`src/rtl/uart_pkg.sv`:
```
// rtl/uart_pkg.sv - shared UART constants, FSM state encoding and sampling helper
package uart_pkg;

    localparam int UART_DEFAULT_CLKS_PER_BIT = 104;

    typedef enum logic [1:0] {
        ST_IDLE  = 2'b00,
        ST_START = 2'b01,
        ST_DATA  = 2'b10,
        ST_STOP  = 2'b11
    } uart_state_t;

    function automatic logic maj3(input logic a, input logic b, input logic c);
        return (a & b) | (a & c) | (b & c);
    endfunction

endpackage

```
`src/rtl/uart_rx_sync.sv`:
```
// rtl/uart_rx_sync.sv - RX pin synchroniser and bit sampler
// UART_RX_MAJORITY_EN selects a 2-of-3 vote over the last three synchronised values.
module uart_rx_sync
    import uart_pkg::*;
(
    input  logic CLK,
    input  logic rst,
    input  logic RX,
    output logic rxs,
    output logic sample_bit
);

    logic [1:0] sync_ff;

    // Idle-high reset so a released reset never looks like a start edge
    always_ff @(posedge CLK or posedge rst) begin
        if (rst) begin
            sync_ff <= 2'b11;
        end else begin
            sync_ff <= {sync_ff[0], RX};
        end
    end

    assign rxs = sync_ff[1];

`ifdef UART_RX_MAJORITY_EN
    logic [1:0] hist;

    always_ff @(posedge CLK or posedge rst) begin
        if (rst) begin
            hist <= 2'b11;
        end else begin
            hist <= {hist[0], rxs};
        end
    end

    assign sample_bit = maj3(rxs, hist[0], hist[1]);
`else
    assign sample_bit = rxs;
`endif

endmodule

```
`src/rtl/uart_rx.sv`:
```
// rtl/uart_rx.sv - 8N1 UART receiver with one-entry valid/ready holding register
// Optional UART_RX_MAJORITY_EN enables majority-vote sampling in uart_rx_sync.
module uart_rx
    import uart_pkg::*;
#(
    parameter int CLKS_PER_BIT = UART_DEFAULT_CLKS_PER_BIT
) (
    input  logic       CLK,
    input  logic       rst,
    input  logic       RX,
    output logic [7:0] data,
    output logic       valid,
    input  logic       ready,
    output logic       frame_err,
    output logic       overrun,
    output logic       rx_active
);

    localparam int CW = $clog2(CLKS_PER_BIT + 1);
    localparam logic [CW-1:0] HALF_BIT = CW'(CLKS_PER_BIT / 2);
    localparam logic [CW-1:0] FULL_BIT = CW'(CLKS_PER_BIT);

    uart_state_t   state;
    logic [CW-1:0] cnt;
    logic [2:0]    bit_idx;
    logic [7:0]    shift;
    logic          rxs;
    logic          rxs_d;
    logic          sample_bit;
    logic          expire;

    uart_rx_sync u_sync (
        .CLK        (CLK),
        .rst        (rst),
        .RX         (RX),
        .rxs        (rxs),
        .sample_bit (sample_bit)
    );

    assign expire = (cnt == CW'(1));

    always_ff @(posedge CLK or posedge rst) begin
        if (rst) begin
            state     <= ST_IDLE;
            cnt       <= '0;
            bit_idx   <= '0;
            shift     <= '0;
            rxs_d     <= 1'b1;
            data      <= '0;
            valid     <= 1'b0;
            frame_err <= 1'b0;
            overrun   <= 1'b0;
            rx_active <= 1'b0;
        end else begin
            rxs_d     <= rxs;
            frame_err <= 1'b0;
            overrun   <= 1'b0;
            if (valid && ready) begin
                valid <= 1'b0;
            end

            case (state)
                ST_IDLE: begin
                    // Only a fresh falling edge arms a frame; a held-low line stays idle
                    if (rxs_d && !rxs) begin
                        cnt       <= HALF_BIT;
                        state     <= ST_START;
                        rx_active <= 1'b1;
                    end
                end

                ST_START: begin
                    if (!expire) begin
                        cnt <= cnt - CW'(1);
                    end else if (!sample_bit) begin
                        cnt     <= FULL_BIT;
                        bit_idx <= '0;
                        state   <= ST_DATA;
                    end else begin
                        state     <= ST_IDLE;
                        rx_active <= 1'b0;
                    end
                end

                ST_DATA: begin
                    if (!expire) begin
                        cnt <= cnt - CW'(1);
                    end else begin
                        shift <= {sample_bit, shift[7:1]};
                        cnt   <= FULL_BIT;
                        if (bit_idx == 3'd7) begin
                            state <= ST_STOP;
                        end else begin
                            bit_idx <= bit_idx + 3'd1;
                        end
                    end
                end

                ST_STOP: begin
                    if (!expire) begin
                        cnt <= cnt - CW'(1);
                    end else begin
                        state     <= ST_IDLE;
                        rx_active <= 1'b0;
                        if (!sample_bit) begin
                            frame_err <= 1'b1;
                        end else if (!valid || ready) begin
                            // A same-cycle take frees the register, so the new byte lands without loss
                            data  <= shift;
                            valid <= 1'b1;
                        end else begin
                            overrun <= 1'b1;
                        end
                    end
                end

                default: begin
                    state     <= ST_IDLE;
                    rx_active <= 1'b0;
                end
            endcase
        end
    end

endmodule

```
`config.mk`:
```
export PLATFORM = sky130hd
export DESIGN_NAME = uart_rx
export DESIGN_NICKNAME = d
export VERILOG_FILES = /design/src/rtl/uart_pkg.sv /design/src/rtl/uart_rx_sync.sv /design/src/rtl/uart_rx.sv
export SDC_FILE = /design/constraint.sdc
export NUM_CORES = 1
export LEC_CHECK = 0
export CAP_MARGIN = 20
export CELL_PAD_IN_SITES_DETAIL_PLACEMENT = 2
export CELL_PAD_IN_SITES_GLOBAL_PLACEMENT = 2
export CORE_MARGIN = 2
export CORE_UTILIZATION = 38
export DETAILED_ROUTE_END_ITERATION = 10
export GPL_TIMING_DRIVEN = 0
export PLACE_DENSITY_LB_ADDON = 0.1
export SETUP_SLACK_MARGIN = 0.02
export SLEW_MARGIN = 10
export SYNTH_ARGS = -nofsm -noshare
export SYNTH_HDL_FRONTEND = slang
export SYNTH_SLANG_ARGS = --single-unit
```
`constraint.sdc`:
```
create_clock -name CLK -period 2.7 [get_ports CLK]
set_clock_uncertainty 0.05 [all_clocks]
set_input_delay 0.54 -clock CLK [delete_from_list [all_inputs] [get_ports CLK]]
set_output_delay 0.54 -clock CLK [all_outputs]
set_load 0.02 [all_outputs]
```
# Word-level counts from Yosys, hierarchy flattened
# Index checks and enable logic that the tools add are counted.
dict set report totals {
  reg_bits 35
  inputBits 4
  output_inout_bits 12
  elab_cells 77
}
dict set report op_classes {
  n_addsub 2
  eq_ne 15
  muxes 35
  n_reduce_logical 14
}
# cell count
set ops {}
lappend ops {{two-way mux 7 bit} 5}
lappend ops {{one-hot mux 7 bit (4 select lines)} 1}
lappend ops {{two-way mux 1 bit} 16}
lappend ops {{inequality test 2 bit, second input constant} 8}
lappend ops {{AND reduction 5 bit} 3}
lappend ops {{two-way mux 2 bit} 6}
lappend ops {{two-way mux 3 bit} 4}
lappend ops {{one-hot mux 2 bit (4 select lines)} 1}
lappend ops {{== test 7 x 1 -> 1 bit, second input constant} 1}
lappend ops {{subtractor 7 x 1 -> 7 bit, second input constant} 1}
lappend ops {{one-hot mux 3 bit (2 select lines)} 1}
lappend ops {{== test 2 bit, second input constant} 2}
lappend ops {{AND reduction 4 bit} 1}
lappend ops {{adder 3 x 1 -> 3 bit, second input constant} 1}
lappend ops {{== test 3 bit, second input constant} 1}
lappend ops {{inequality test 3 bit, second input constant} 1}
lappend ops {{one-hot mux 1 bit (3 select lines)} 1}
lappend ops {{AND reduction 3 bit} 1}
lappend ops {{nonzero test 3 bit} 1}
lappend ops {{== test 2 x 1 -> 1 bit, second input constant} 1}
lappend ops {{logical AND 1 bit} 2}
lappend ops {{logical NOT 1 bit} 2}
lappend ops {{logical NOT 2 bit} 1}
lappend ops {{inequality test 2 x 1 -> 1 bit, second input constant} 1}
lappend ops {{3 further kinds} 3}

# Logic depth before layout (Yosys ltp)
# Gate-level depths: netlist (run 1).
dict set report depth {
  depth_word 6
  mapped_depth 7
}

# Cells and area by module
# A second synthesis (run 1) with hierarchy kept.
dict set report unflattened {
  cells_unflattened 154
  hier_area_um2 1785.5
}
# module instances cells_each area_each_um2 seq_area_each_um2
set modules_own_cells {}
lappend modules_own_cells {uart_rx 1 150 1721.7 827.0}
lappend modules_own_cells {uart_rx_sync 1 4 63.8 52.6}

# Least setup slack after synthesis (run 1)
# No wires, ideal clock.
dict set report synth_path {
  path_kind {reg2reg}
  startpoint {register cnt[1]}
  endpoint {register data[0]}
  arrival_ns 1.851
  required_ns 2.525
  path_slack_ns 0.674
  path_stages_with_launch 7
  path_buffers 0
  synth_period_minus_slack_ns 2.026
  path_cell_list {dfrtp_1 -> inv_1 -> ha_1 -> nor4b_4 -> nand2_4 -> nor3b_4 -> mux2_2}
}
dict set report synth_between {
  elab_chain_len 2
}
# element line
set synth_rtl {}
lappend synth_rtl {{start, declared} uart_rx.sv:24} ;# logic [CW-1:0] cnt;
lappend synth_rtl {{start signal, assigned} uart_rx.sv:74} ;# cnt <= cnt - CW'(1);
lappend synth_rtl {{start signal, assigned} uart_rx.sv:87} ;# cnt <= cnt - CW'(1);
lappend synth_rtl {{start signal, assigned} uart_rx.sv:101} ;# cnt <= cnt - CW'(1);
lappend synth_rtl {{== test 7 x 1 -> 1 bit} uart_rx.sv:40} ;# assign expire = (cnt == CW'(1));
lappend synth_rtl {{AND reduction 4 bit (no line)} --}
lappend synth_rtl {{end signal, assigned} uart_rx.sv:109} ;# data <= shift;
lappend synth_rtl {{end, declared} uart_rx.sv:11} ;# output logic [7:0] data,
# Every way passes these cells.
# A chain may end at the register's enable or synchronous reset.

# Worst setup path in the final report (run 1)
dict set report layout_path {
  startpoint {register cnt[1]}
  endpoint {register data[4]}
}
# Same word-level chain as after synthesis.

==> impl_metrics.env, run 1 <==
export IMPL_rows=25
export IMPL_p_leak_nw=0.942
export IMPL_timing_final_hold_violations=0
export IMPL_max_vdd_ir_drop_uv=396
export IMPL_setup_ws_ns=0.213
export IMPL_vias_per_cell=5.83
export IMPL_end_kind="flop"
export IMPL_fmax_ghz=0.402
export IMPL_grt_antenna_before_repair=0
export IMPL_yosys_top_cells_count="32 x dfrtp_1, 17 x mux2_2, 9 x inv_1, 9 x nor2_1, 8 x ha_1"
export IMPL_grt_pass1_wl_um=7910
export IMPL_synth_xor_xnor_area_share_pct=0
export IMPL_cts_inserted_buffers=5
export IMPL_area_growth_pct=16.9
export IMPL_root_buffer="clkbuf_8"
export IMPL_num_antenna_cells=0
export IMPL_grt_max_degree=36
export IMPL_cap_violations=0
export IMPL_power_density_mw_per_mm2=976
export IMPL_synthAdderAreaFrac_pct=5.52
export IMPL_port_buffers=15
export IMPL_avgSynthCellArea_um2=11.5
export IMPL_final_fill_count=469
export IMPL_tritoncts="done"
export IMPL_die_area_mm2=0.00534
export IMPL_async_flop_share_pct=100
export IMPL_gp_congestion=0.790
export IMPL_fin_crit_ns=2.49
export IMPL_clkSinkCount=35
export IMPL_postSynthNetCount=170
export IMPL_finalCritPeriodShare_pct=92.1
export IMPL_hold_buffers=0
export IMPL_r2r_start="cnt[1]"
export IMPL_worst_pin_slew_ns=0.733
export IMPL_synth_simple_area_share_pct=15.0
export IMPL_r2r_slack_ns=0.21
export IMPL_synth_top_cell_area_share_pct=44.2
export IMPL_drv_slew=0
export IMPL_drive_gt1_share_pct=22.7
export IMPL_ant_nets=0
export IMPL_dp_hpwl_um=3320
export IMPL_final_util_pct=45.5
export IMPL_cts_repair_resized=0
export IMPL_cts_clk_slew_worst_paths_ns=0.08
export IMPL_synth_top_area_cell="dfrtp_1"
export IMPL_fin_nets=192
export IMPL_ys_ff_latch=35
export IMPL_cts_buffer_depth=2
export IMPL_worstPathArrival_ns=2.61
export IMPL_avgRoutedWirePerCell_um=19.8
export IMPL_wirelength_um=4660
export IMPL_clkLatencyLatePin_ns=0.29
export IMPL_grt_usage_pct=19.5
export IMPL_fin_area_mm2=0.00212
export IMPL_setup_tns_ns=0
export IMPL_synthFlopType="dfrtp_1"
export IMPL_outcome="completed"
export IMPL_synth_edff_count=0
export IMPL_drt_iter0_drc=37
export IMPL_critPathLaunch="cnt[1]"
export IMPL_start_util_pct=38.9
export IMPL_hold_ws_ns=0.311
export IMPL_io_pins=16
export IMPL_post_dp_cell_area_mm2=0.00203
export IMPL_cp_max_fo=8
export IMPL_synth_yosys_warnings=0
export IMPL_synth_top_family_by_area="compound AO/OA/AOI/OAI gates"
export IMPL_hold_path_class="reg -> reg"
export IMPL_place_inst=227
export IMPL_die_x_um=73.1
export IMPL_synth_area_leaders="dfrtp_1 44%, mux2_2 11%, ha_1 5.5%, dfstp_2 4.3%, inv_1 1.9%"
export IMPL_yosys_cell_types_count=43
export IMPL_num_vias=1370
export IMPL_start_kind="flop"
export IMPL_hp_start="u_sync.sync_ff[0]"
export IMPL_slew_headroom_pct=51.1
export IMPL_synth_cells=158
export IMPL_setup_violations=0
export IMPL_fin_total_pwr_mw=2.07
export IMPL_core_mm2=0.00466
export IMPL_dr_pass1_iters=4
export IMPL_cts_htree_levels=2
export IMPL_synth_most_common_cell="dfrtp_1"
export IMPL_post_cts_setup_buffer_count=0
export IMPL_rsz0062_at_grt="false"
export IMPL_netlist_area_mm2=0.00181
export IMPL_required_ns=2.82
export IMPL_place_ws_ns=0.232
export IMPL_synth_compound_area_share_pct=15.6
export IMPL_overflow=0
export IMPL_instances_no_fill=235
export IMPL_crit_type="reg -> reg"
export IMPL_drcViolationCount=0
export IMPL_grt_pass1_vias=1559
export IMPL_synth_area_mux_share_pct=10.6
export IMPL_die_h_um=73.1
export IMPL_synth_seq_area_share_pct=48.5
==> logic make-up (layout without fill, tap and decap cells) <==
family	after synthesis	after routing
AND/OR/NAND/NOR	42	42
AO/OA/AOI/OAI	39	39
buffers and inverters	17	40
multiplexers	17	17
flip-flops	35	35
adder cells (fa/ha/maj)	8	8
==> final timing paths <==
kind | to | cells past startpoint
worst max register to register | data[4] | 6
worst min-delay path | u_sync.sync_ff[1] | 0
worst min register to register | u_sync.sync_ff[1] | 0
min in group asynchronous | cnt[2] | 2
worst max-delay path | data[4] | 6
max in group asynchronous | cnt[6] | 2
==> power by group <==
part	switching (mW)	internal, mW
registers	0.0815	0.605
clock network	0.205	0.180
logic	0.597	0.402
total	0.883	1.19
==> cell type report <==
type                    instances  area [um^2]  share of cell area, %
inverters                       9         33.8                   1.59
plain buffers                   8         52.6                   2.48
multi-input cells             106          847                   40.0
repair buffers                 15          150                   7.08
clock buffers                   5         68.8                   3.25
flip-flops and latches         35          880                   41.5
clock inverters                 3         20.0                  0.945
well taps                      54         67.6                   3.19
==> per-layer routing <==
layer | vias up | global-route usage [%] | routed length, um
li1 | 626 | - | -
met1 | 715 | 22.7 | 1960
met2 | 21 | 35.1 | 2540
met3 | 8 | 3.31 | 94
met4 | 0 | 8.02 | 72
met5 | - | 0 | 0
==> worst max-delay path, cell delays in order (launching register included) <==
cell	delay, ns
dfrtp_1	0.42
inv_1	0.11
ha_1	0.26
nor4b_4	0.47
nand2_4	0.17
nor3b_4	0.48
mux2_2	0.41
==> placed cells by master (no fill, tap or decap), drive strengths merged, types with 3 or more instances in the layout <==
master,Yosys,final
dfrtp,32,32
nand2,5,5
nor3,7,7
nor4,4,4
a2bb2oi,3,3
a21oi,6,6
buf,3,3
o41ai,3,3
a21boi,4,4
inv,9,9
ha,8,8
or2,3,3
nor2,10,10
dfstp,3,3
o32a,3,3
o21ai,6,6
clkdlybuf4s50,0,15
mux2,17,17
a22o,3,3
o31ai,3,3
clkbuf,5,10
==> flip-flops by register name, indices dropped and copies added (netlist names), 2 cells and up, named ones only <==
name / flops
data: 8
shift: 8
cnt: 7
bit_idx: 3
u_sync.sync_ff: 2
Power figures use the tool's default switching activity.
==> run 2, diff against run 1 <==
--- a/config.mk
+++ b/config.mk
@@ -5,6 +5,7 @@
 export SDC_FILE = /design/constraint.sdc
 export NUM_CORES = 1
 export LEC_CHECK = 0
+export ABC_CLOCK_PERIOD_IN_PS = 2700
 export CAP_MARGIN = 20
 export CELL_PAD_IN_SITES_DETAIL_PLACEMENT = 2
 export CELL_PAD_IN_SITES_GLOBAL_PLACEMENT = 2
==> results of run 2 <==
Final layout, timing and power as in run 1 (identical DEF).
